==> src/rtl/digitron_scan_display.sv <==
// ============================================================================
// Module      : digitron_scan_display
// Description : Multiplexed common-anode seven-segment scanner with per-frame
//               data snapshot, decimal points, PWM brightness and optional
//               leading-zero blanking (enabled by defining DIGI_SCAN_LZB_EN).
// Revision    : 1.0 - initial release
// ============================================================================
`default_nettype none

module digitron_scan_display #(
    parameter int DIGITS   = 4,
    parameter int SCAN_DIV = 262144,
    parameter int BRIGHT_W = 4
) (
    input  logic                  Digi_Scan_clk,
    input  logic                  Digi_Scan_reset,
    input  logic [4*DIGITS-1:0]   Digi_Scan_data,
    input  logic [DIGITS-1:0]     Digi_Scan_dp,
    input  logic                  Digi_Scan_blank_en,
    input  logic [BRIGHT_W-1:0]   Digi_Scan_bright,
    output logic [DIGITS-1:0]     Digi_Scan_AN,
    output logic [7:0]            Digi_Scan_seg,
    output logic                  Digi_Scan_frame_done
);

    localparam int c_presc_w = $clog2(SCAN_DIV);
    localparam int c_idx_w   = (DIGITS > 1) ? $clog2(DIGITS) : 1;
    localparam logic [c_presc_w-1:0] c_presc_tc  = c_presc_w'(SCAN_DIV - 1);
    localparam logic [c_presc_w-1:0] c_presc_one = c_presc_w'(1);
    localparam logic [c_idx_w-1:0]   c_idx_last  = c_idx_w'(DIGITS - 1);
    localparam logic [c_idx_w-1:0]   c_idx_one   = c_idx_w'(1);

    logic [c_presc_w-1:0] presc_q, presc_d;
    logic [c_idx_w-1:0]   idx_q, idx_d;
    logic [BRIGHT_W-1:0]  pwm_q;
    logic [4*DIGITS-1:0]  data_q;
    logic [DIGITS-1:0]    dp_q;
    logic [DIGITS-1:0]    an_q, an_d;
    logic [7:0]           seg_q, seg_d;
    logic                 frame_done_q;

    logic                 w_presc_tc;
    logic                 w_frame_wrap;
    logic                 w_lit;
    logic [3:0]           w_cur_nib;
    logic                 w_cur_dp;
    logic                 w_cur_blank;
    logic [DIGITS-1:0]    w_blank;

    function automatic logic [6:0] f_glyph(input logic [3:0] nib);
        case (nib)
            4'h0:    f_glyph = 7'h40;
            4'h1:    f_glyph = 7'h79;
            4'h2:    f_glyph = 7'h24;
            4'h3:    f_glyph = 7'h30;
            4'h4:    f_glyph = 7'h19;
            4'h5:    f_glyph = 7'h12;
            4'h6:    f_glyph = 7'h02;
            4'h7:    f_glyph = 7'h78;
            4'h8:    f_glyph = 7'h00;
            4'h9:    f_glyph = 7'h10;
            4'hA:    f_glyph = 7'h08;
            4'hB:    f_glyph = 7'h03;
            4'hC:    f_glyph = 7'h46;
            4'hD:    f_glyph = 7'h21;
            4'hE:    f_glyph = 7'h06;
            default: f_glyph = 7'h0E;
        endcase
    endfunction

    assign w_presc_tc   = (presc_q == c_presc_tc);
    assign w_frame_wrap = w_presc_tc && (idx_q == c_idx_last);

    always_comb begin
        presc_d = w_presc_tc ? '0 : presc_q + c_presc_one;
        idx_d   = idx_q;
        if (w_presc_tc) begin
            idx_d = (idx_q == c_idx_last) ? '0 : idx_q + c_idx_one;
        end
    end

`ifdef DIGI_SCAN_LZB_EN
    logic blank_en_q;
    logic w_zero_run;

    // Walk from the most significant digit down; a digit is blank while every
    // nibble from the top down to it is zero. Digit 0 is never blanked.
    always_comb begin
        w_zero_run = blank_en_q;
        w_blank    = '0;
        for (int i = DIGITS - 1; i >= 1; i--) begin
            w_zero_run = w_zero_run & (data_q[4*i +: 4] == 4'h0);
            w_blank[i] = w_zero_run;
        end
    end

    always_ff @(posedge Digi_Scan_clk) begin
        if (Digi_Scan_reset) begin
            blank_en_q <= 1'b0;
        end else if (w_frame_wrap) begin
            blank_en_q <= Digi_Scan_blank_en;
        end
    end
`else
    logic w_unused_blank_en;
    assign w_unused_blank_en = Digi_Scan_blank_en;
    assign w_blank           = '0;
`endif

    always_comb begin
        w_cur_nib   = 4'h0;
        w_cur_dp    = 1'b0;
        w_cur_blank = 1'b0;
        for (int i = 0; i < DIGITS; i++) begin
            if (idx_q == c_idx_w'(i)) begin
                w_cur_nib   = data_q[4*i +: 4];
                w_cur_dp    = dp_q[i];
                w_cur_blank = w_blank[i];
            end
        end
    end

    // Brightness is applied live; full scale bypasses the compare so the
    // all-ones code really means 100 % duty.
    assign w_lit = (&Digi_Scan_bright) || (pwm_q < Digi_Scan_bright);

    always_comb begin
        an_d  = '1;
        for (int i = 0; i < DIGITS; i++) begin
            if (w_lit && (idx_q == c_idx_w'(i))) begin
                an_d[i] = 1'b0;
            end
        end
        seg_d = {~w_cur_dp, (w_cur_blank ? 7'h7F : f_glyph(w_cur_nib))};
    end

    always_ff @(posedge Digi_Scan_clk) begin
        if (Digi_Scan_reset) begin
            presc_q      <= '0;
            idx_q        <= '0;
            pwm_q        <= '0;
            data_q       <= '0;
            dp_q         <= '0;
            an_q         <= '1;
            seg_q        <= 8'hFF;
            frame_done_q <= 1'b0;
        end else begin
            presc_q      <= presc_d;
            idx_q        <= idx_d;
            pwm_q        <= pwm_q + BRIGHT_W'(1);
            an_q         <= an_d;
            seg_q        <= seg_d;
            frame_done_q <= w_frame_wrap;
            if (w_frame_wrap) begin
                data_q <= Digi_Scan_data;
                dp_q   <= Digi_Scan_dp;
            end
        end
    end

    assign Digi_Scan_AN         = an_q;
    assign Digi_Scan_seg        = seg_q;
    assign Digi_Scan_frame_done = frame_done_q;

endmodule

`default_nettype wire

==> config.mk <==
export PLATFORM = sky130hd
export DESIGN_NAME = digitron_scan_display
export DESIGN_NICKNAME = d
export VERILOG_FILES = /design/src/rtl/digitron_scan_display.sv
export SDC_FILE = /design/constraint.sdc
export NUM_CORES = 1
export LEC_CHECK = 0
export BUFFER_PORTS_ARGS = -buffer_cell sky130_fd_sc_hd__buf_2
export CAP_MARGIN = 0
export CORE_MARGIN = 3
export CORE_UTILIZATION = 60
export CTS_BUF_LIST = sky130_fd_sc_hd__clkbuf_4 sky130_fd_sc_hd__clkbuf_8 sky130_fd_sc_hd__clkbuf_16
export CTS_CLUSTER_DIAMETER = 60
export DETAILED_ROUTE_END_ITERATION = 8
export PLACE_DENSITY = 0.85
export SYNTH_ARGS = -nofsm -noshare
export SYNTH_HDL_FRONTEND = slang
export SYNTH_SLANG_ARGS = --single-unit
export TNS_END_PERCENT = 100
==> constraint.sdc <==
create_clock -name Digi_Scan_clk -period 3.7 [get_ports Digi_Scan_clk]
set_input_delay 0.185 -clock Digi_Scan_clk [delete_from_list [all_inputs] [get_ports Digi_Scan_clk]]
set_output_delay 0.185 -clock Digi_Scan_clk [all_outputs]
set_load 0.05 [all_outputs]
==> results.sh, run 1 <==
export IMPL_outcome="finished clean"
export IMPL_tns_ps=0
export IMPL_critPathMaxStageDelay_ps=630
export IMPL_grt_pass1_wl_um=8740
export IMPL_cp_slowest_cell="a211oi_1"
export IMPL_yosys_area_top_type="dfxtp_1"
export IMPL_max_slew_margin=0.548
export IMPL_die_area_sq_mm=0.00518
export IMPL_die_w_um=72
export IMPL_setup_violations_final=0
export IMPL_grt_max_degree=34
export IMPL_busiest_layer="met2"
export IMPL_cap_violations=0
export IMPL_regArea_sq_mm=0.00114
export IMPL_yosysSeqAreaShare=0.437
export IMPL_max_freq_ghz=0.366
export IMPL_root_buffer="clkbuf_8"
export IMPL_holdWs_ps=74.6
export IMPL_finalWirelength_um=4850
export IMPL_maxSlewViolCount=0
export IMPL_core_sq_mm=0.00412
export IMPL_leakagePower_nw=1.42
export IMPL_synth_cell_types=39
export IMPL_postSynthNetCount=326
export IMPL_endpoint_kind="register"
export IMPL_drc=0
export IMPL_yosysMostFrequentCell="dfxtp_1"
export IMPL_drtIter0Drc=144
export IMPL_tightestPinTransition_ps=674
export IMPL_path_clk_slew_ps=70
export IMPL_cp_data_arrival_time_ps=2920
export IMPL_syn_to_final_growth_pct=16.3
export IMPL_ys_flop_type="dfxtp_1"
export IMPL_vias=2063
export IMPL_vias_per_cell=5.49
export IMPL_final_min_period_over_clock_period=0.739
export IMPL_async_flop_share=0
export IMPL_antenna_found_initial=0
export IMPL_drtPass1Iterations=4
export IMPL_netlist_area_leader_share=0.437
export IMPL_antenna_cells=0
export IMPL_finalCriticalPeriod_ps=2740
export IMPL_clock_skew_ps=7.38
export IMPL_finalHoldViolCount=0
export IMPL_ff2ff_setup_slack_ps=960
export IMPL_met2_usage=0.341
export IMPL_clk_latency_ps=340
export IMPL_synth_seq_cells=57
export IMPL_dp_hpwl_um=3360
export IMPL_grt_setup_unrepaired="no"
export IMPL_htreeDepth=3
export IMPL_place_congestion=0.823
export IMPL_cts_setup_buffers=0
export IMPL_grt_pass1_vias=2003
export IMPL_wl_per_cell_um=12.9
export IMPL_ctsHoldBuffers=0
export IMPL_numCtsBuffers=9
export IMPL_fp_dieH_um=72
export IMPL_grtUsageMet1=0.263
export IMPL_final_nets=363
export IMPL_crit_path_start_kind="register"
export IMPL_io_pins=40
export IMPL_synth_common_cells="dfxtp_1 (57), nor2_1 (48), mux2i_1 (23)"
export IMPL_min_path_type="input port to register"
export IMPL_track_usage=0.218
export IMPL_synth_area_leaders="dfxtp_1 (44%), mux2i_1 (8.8%), ha_1 (7.2%)"
export IMPL_cts_buffer_depth=2
export IMPL_cts_tree="done"
export IMPL_netlist_instances=284
export IMPL_grt_overflow=0
export IMPL_power_density_mw_per_mm2=441
export IMPL_worstPathMaxFanout=18
export IMPL_synth_enable_flop_cells=0
export IMPL_multi_input_area_sq_mm=0.00136
export IMPL_cts_sinks=57
export IMPL_yosys_warnings=0
export IMPL_crit_type="register to register"
export IMPL_ant_nets=0
export IMPL_ir_drop_v=0.000345
export IMPL_fill_cells=318
export IMPL_cts_resized=0
export IMPL_crit_chain="ha_1 > a211oi_1 > a211oi_1 > inv_1 > ha_1 > mux2_2 > nand2_1 > o311ai_0"
export IMPL_drive_gt1_frac=0.193
export IMPL_rows=23
export IMPL_start_util=0.635
export IMPL_fin_area_sq_mm=0.00304
export IMPL_crit_required_ps=3880
export IMPL_dpl_cell_area_sq_mm=0.00282
export IMPL_totalPowerFinal_mw=1.34
export IMPL_grtUsageMet3=0.0956
export IMPL_netlist_area_sq_mm=0.00261
export IMPL_portBuffers=38
export IMPL_avgSynthCellArea_sq_um=9.20
## report_power, final
| part | switching [mW] | internal, mW |
|---|---|---|
| logic | 0.0411 | 0.0236 |
| registers | 0.00590 | 0.624 |
| clock network | 0.258 | 0.388 |
## layout by cell type, fill, tap and decap left out, types with 3 or more instances in the layout
cell        instances
a31oi_1             5
clkbuf_8            9
a21oi_1             6
o21ai_0             4
nor2b_1             4
nor2_1             48
ha_1               15
inv_1              12
o211ai_1            3
nand2_1            17
dfxtp_1            57
mux2i_1            23
buf_2              38
xnor2_1             9
a211oi_1            6
xor2_1              8
buf_4               3
nand4_1             3
and3_1             12
clkinvlp_4          3
nor3b_1             3
nand3b_1            4
nand3_1             9
## state kept, by name, summed over array words and instances, names as in the netlist
| register | cells |
|---|---|
| dp_q | 4 |
| pwm_q | 4 |
| presc_q | 18 |
| Digi_Scan_AN | 4 |
| Digi_Scan_seg | 8 |
| idx_q | 2 |
| data_q | 16 |
| Digi_Scan_frame_done | 1 |
## cell type report
class                   count  area share
multi-input cells         200       0.446
flip-flops and latches     57       0.375
repair buffers             41      0.0700
clock buffers              10      0.0432
clock inverters             6      0.0301
well taps                  50      0.0206
inverters                  12      0.0148
## final timing paths
| kind | startpoint | end | cells past startpoint |
|---|---|---|---|
| setup reg to reg | idx_q[0]$_SDFFE_PP0N_ | Digi_Scan_seg[6]$_SDFF_PP1_ | 8 |
| setup / recovery | idx_q[0]$_SDFFE_PP0N_ | Digi_Scan_seg[6]$_SDFF_PP1_ | 8 |
| hold reg to reg | presc_q[0]$_SDFF_PP0_ | presc_q[0]$_SDFF_PP0_ | 1 |
| hold / removal | Digi_Scan_data[14] | data_q[14]$_SDFFE_PP0P_ | 3 |
## per-stage QoR
stage	setup WS [ps]	instances	util
6_report	964	376	0.739
3_5_place_dp	979	360	0.684
3_3_place_gp	1130	360	0.684
4_1_cts	953	376	0.739
5_1_grt	661	376	0.739
2_1_floorplan	1470	284	-
## cell families after synthesis
logic type | after synthesis | synth area share
multiplexers | 25 | 0.0967
AND/OR/NAND/NOR | 111 | 0.211
flip-flops | 57 | 0.437
adder cells (fa/ha/maj) | 15 | 0.0718
buffers and inverters | 27 | 0.0450
XOR/XNOR | 17 | 0.0570
AO/OA/AOI/OAI | 32 | 0.0823
## routing by layer
layer / part of all wire / vias up
li1: - / 1048
met1: 0.44 / 943
met2: 0.47 / 62
met3: 0.069 / 10
met4: 0.023 / 0
met5: 0 / -
## worst max-delay path: cells and delay by family (launching register included)
| kind | cells | cell delay, ps |
|---|---|---|
| AO/OA/AOI/OAI | 3 | 840 |
| adder cells (fa/ha/maj) | 2 | 810 |
| flip-flops | 1 | 400 |
| multiplexers | 1 | 260 |
| buffers and inverters | 1 | 210 |
| AND/OR/NAND/NOR | 1 | 60 |
Note: power is estimated with default switching activity, not from simulation.
==> run 2: changes to the inputs <==
CORE_UTILIZATION = 56   (was 60)
PLACE_DENSITY = 0.8   (was 0.85)
clock period = 2.6 ns   (was 3.7 ns; I/O delays follow)
==> run 2 against run 1 <==
Sequential share of layout area is 0.11 points lower; first-iteration DRC count decreased by 40%; power up 34%; largest cell class unchanged; highest routed layer unchanged.
==> results.sh, run 2 (synthesized netlist as in run 1, its figures left out) <==
export IMPL_grt_overflow=0
export IMPL_outcome="finished clean"
export IMPL_vias=2019
export IMPL_root_buffer="clkbuf_8"
export IMPL_clock_skew_ps=6.69
export IMPL_syn_to_final_growth_pct=16.6
export IMPL_comb_power_share=0.052
export IMPL_critPathMostFrequentCell="buf_4"
export IMPL_dp_hpwl_um=3530
export IMPL_layout_common_cells="dfxtp_1 (57), nor2_1 (48), buf_2 (38)"
export IMPL_place_congestion=0.782
export IMPL_numCtsBuffers=9
export IMPL_crit_family="compound AO/OA/AOI/OAI gates"
export IMPL_leakagePower_nw=1.43
export IMPL_die_area_sq_mm=0.00552
export IMPL_worstPathMaxFanout=12
export IMPL_cts_buffer_depth=2
export IMPL_rows=24
export IMPL_min_path_type="input port to register"
export IMPL_track_usage=0.203
export IMPL_grt_pass1_vias=1989
export IMPL_start_util=0.588
export IMPL_holdWs_ps=20.7
export IMPL_drc=0
export IMPL_p_switching_uw=396
export IMPL_cp_slowest_cell="dfxtp_1"
export IMPL_io_pins=40
export IMPL_antenna_cells=0
export IMPL_critPathMaxStageDelay_ps=400
export IMPL_max_freq_ghz=0.427
export IMPL_endpoint_kind="register"
export IMPL_fill_cells=364
export IMPL_drtIter0Drc=87
export IMPL_die_w_um=74.3
export IMPL_crit_type="register to register"
export IMPL_vias_per_cell=5.30
export IMPL_met1Wirelength_um=2320
export IMPL_internal_power_mw=1.39
export IMPL_tns_ps=0
export IMPL_finalCriticalPeriod_ps=2340
export IMPL_grt_setup_unrepaired="no"
export IMPL_setup_violations_final=0
export IMPL_wl_per_cell_um=13.2
export IMPL_power_density_mw_per_mm2=587
export IMPL_final_nets=366
export IMPL_antenna_found_initial=0
export IMPL_cts_tree="done"
export IMPL_cp_data_arrival_time_ps=2520
export IMPL_max_slew_margin=0.682
export IMPL_cap_violations=0
export IMPL_met2_length_um=2370
export IMPL_pwr_share_clk=0.447
export IMPL_clk_latency_ps=340
export IMPL_finalWirelength_um=5040
export IMPL_p_seq_frac=0.501
export IMPL_cts_sinks=57
export IMPL_fp_dieH_um=74.3
export IMPL_ant_nets=0
export IMPL_maxSlewViolCount=0
export IMPL_layout_commonest_cell="dfxtp_1"
export IMPL_final_min_period_over_clock_period=0.900
export IMPL_drtPass1Iterations=4
export IMPL_ir_drop_v=0.000389
export IMPL_path_clk_slew_ps=60
export IMPL_top_register="presc_q"
export IMPL_tightestPinTransition_ps=472
export IMPL_grt_max_degree=33
export IMPL_swShare=0.221
export IMPL_drive_gt1_frac=0.207
export IMPL_crit_required_ps=2780
export IMPL_crit_buf_inv=2
export IMPL_grt_pass1_wl_um=8510
export IMPL_portBuffers=38
export IMPL_routed_top_layer="met4"
export IMPL_largest_register_ffs=18
export IMPL_finalHoldViolCount=0
export IMPL_crit_path_start_kind="register"
export IMPL_crit_chain="ha_1 > buf_4 > a211oi_1 > a221oi_1 > buf_4 > mux2_2 > nand2_1 > o311ai_0"
export IMPL_htreeDepth=3
export IMPL_cts_setup_buffers=0
export IMPL_route_met3_wl_um=222
export IMPL_core_sq_mm=0.00444
run 2: path summary, 6_finish.rpt:
check	slack, ps	start	depth (start not counted)	end
hold reg to reg	470	pwm_q[0]$_SDFF_PP0_	1	pwm_q[0]$_SDFF_PP0_
setup reg to reg	260	idx_q[0]$_SDFFE_PP0N_	8	Digi_Scan_seg[6]$_SDFF_PP1_
hold / removal	20	Digi_Scan_data[12]	3	data_q[12]$_SDFFE_PP0P_
setup / recovery	260	idx_q[0]$_SDFFE_PP0N_	8	Digi_Scan_seg[6]$_SDFF_PP1_
run 2: power groups by stage:
stage,Combinational (mW),Clock [mW],Sequential [mW]
2_1_floorplan,0.0366,0,0.938
3_3_place_gp,0.0922,0,0.915
3_5_place_dp,0.0944,0,0.916
4_1_cts,0.0946,0.815,0.897
5_1_grt,0.104,0.849,0.898
6_report,0.0938,0.800,0.897
run 2: worst reg2reg max path, stage by stage (launching register included):
cell and delay (ps):
dfxtp_1 400, ha_1 390, buf_4 220, a211oi_1 50, a221oi_1 350, buf_4 260
mux2_2 350, nand2_1 50, o311ai_0 110
run 2: what timing repair did:
action,in CTS,in global routing
setup endpoints to repair,0,1
hold buffers,0,0
resized for setup,0,2
run 2: layer usage:
| metal | global-route usage | vias up |
|---|---|---|
| li1 | - | 1048 |
| met1 | 0.241 | 919 |
| met2 | 0.338 | 42 |
| met3 | 0.0568 | 10 |
| met4 | 0.101 | 0 |
| met5 | 0 | - |
run 2: stage by stage:
stage	utilization	power, mW	instance area [sq um]	worst slack [ps]	instances
after CTS	0.685	1.81	3040	205	381
final	0.686	1.79	3050	261	381
after floorplan	-	0.975	2610	366	284
after global placement	0.639	1.01	2840	308	365
after detailed placement	0.639	1.01	2840	240	365
after global routing	0.686	1.85	3050	46.5	381
run 2: final cells by class:
class	count	area, sq um	area share
multi-input cells	200	1360	0.446
flip-flops and latches	57	1140	0.374
repair buffers	44	235	0.0772
clock buffers	15	194	0.0636
well taps	52	65.1	0.0213
inverters	12	45.0	0.0148
clock inverters	1	7.51	0.00246
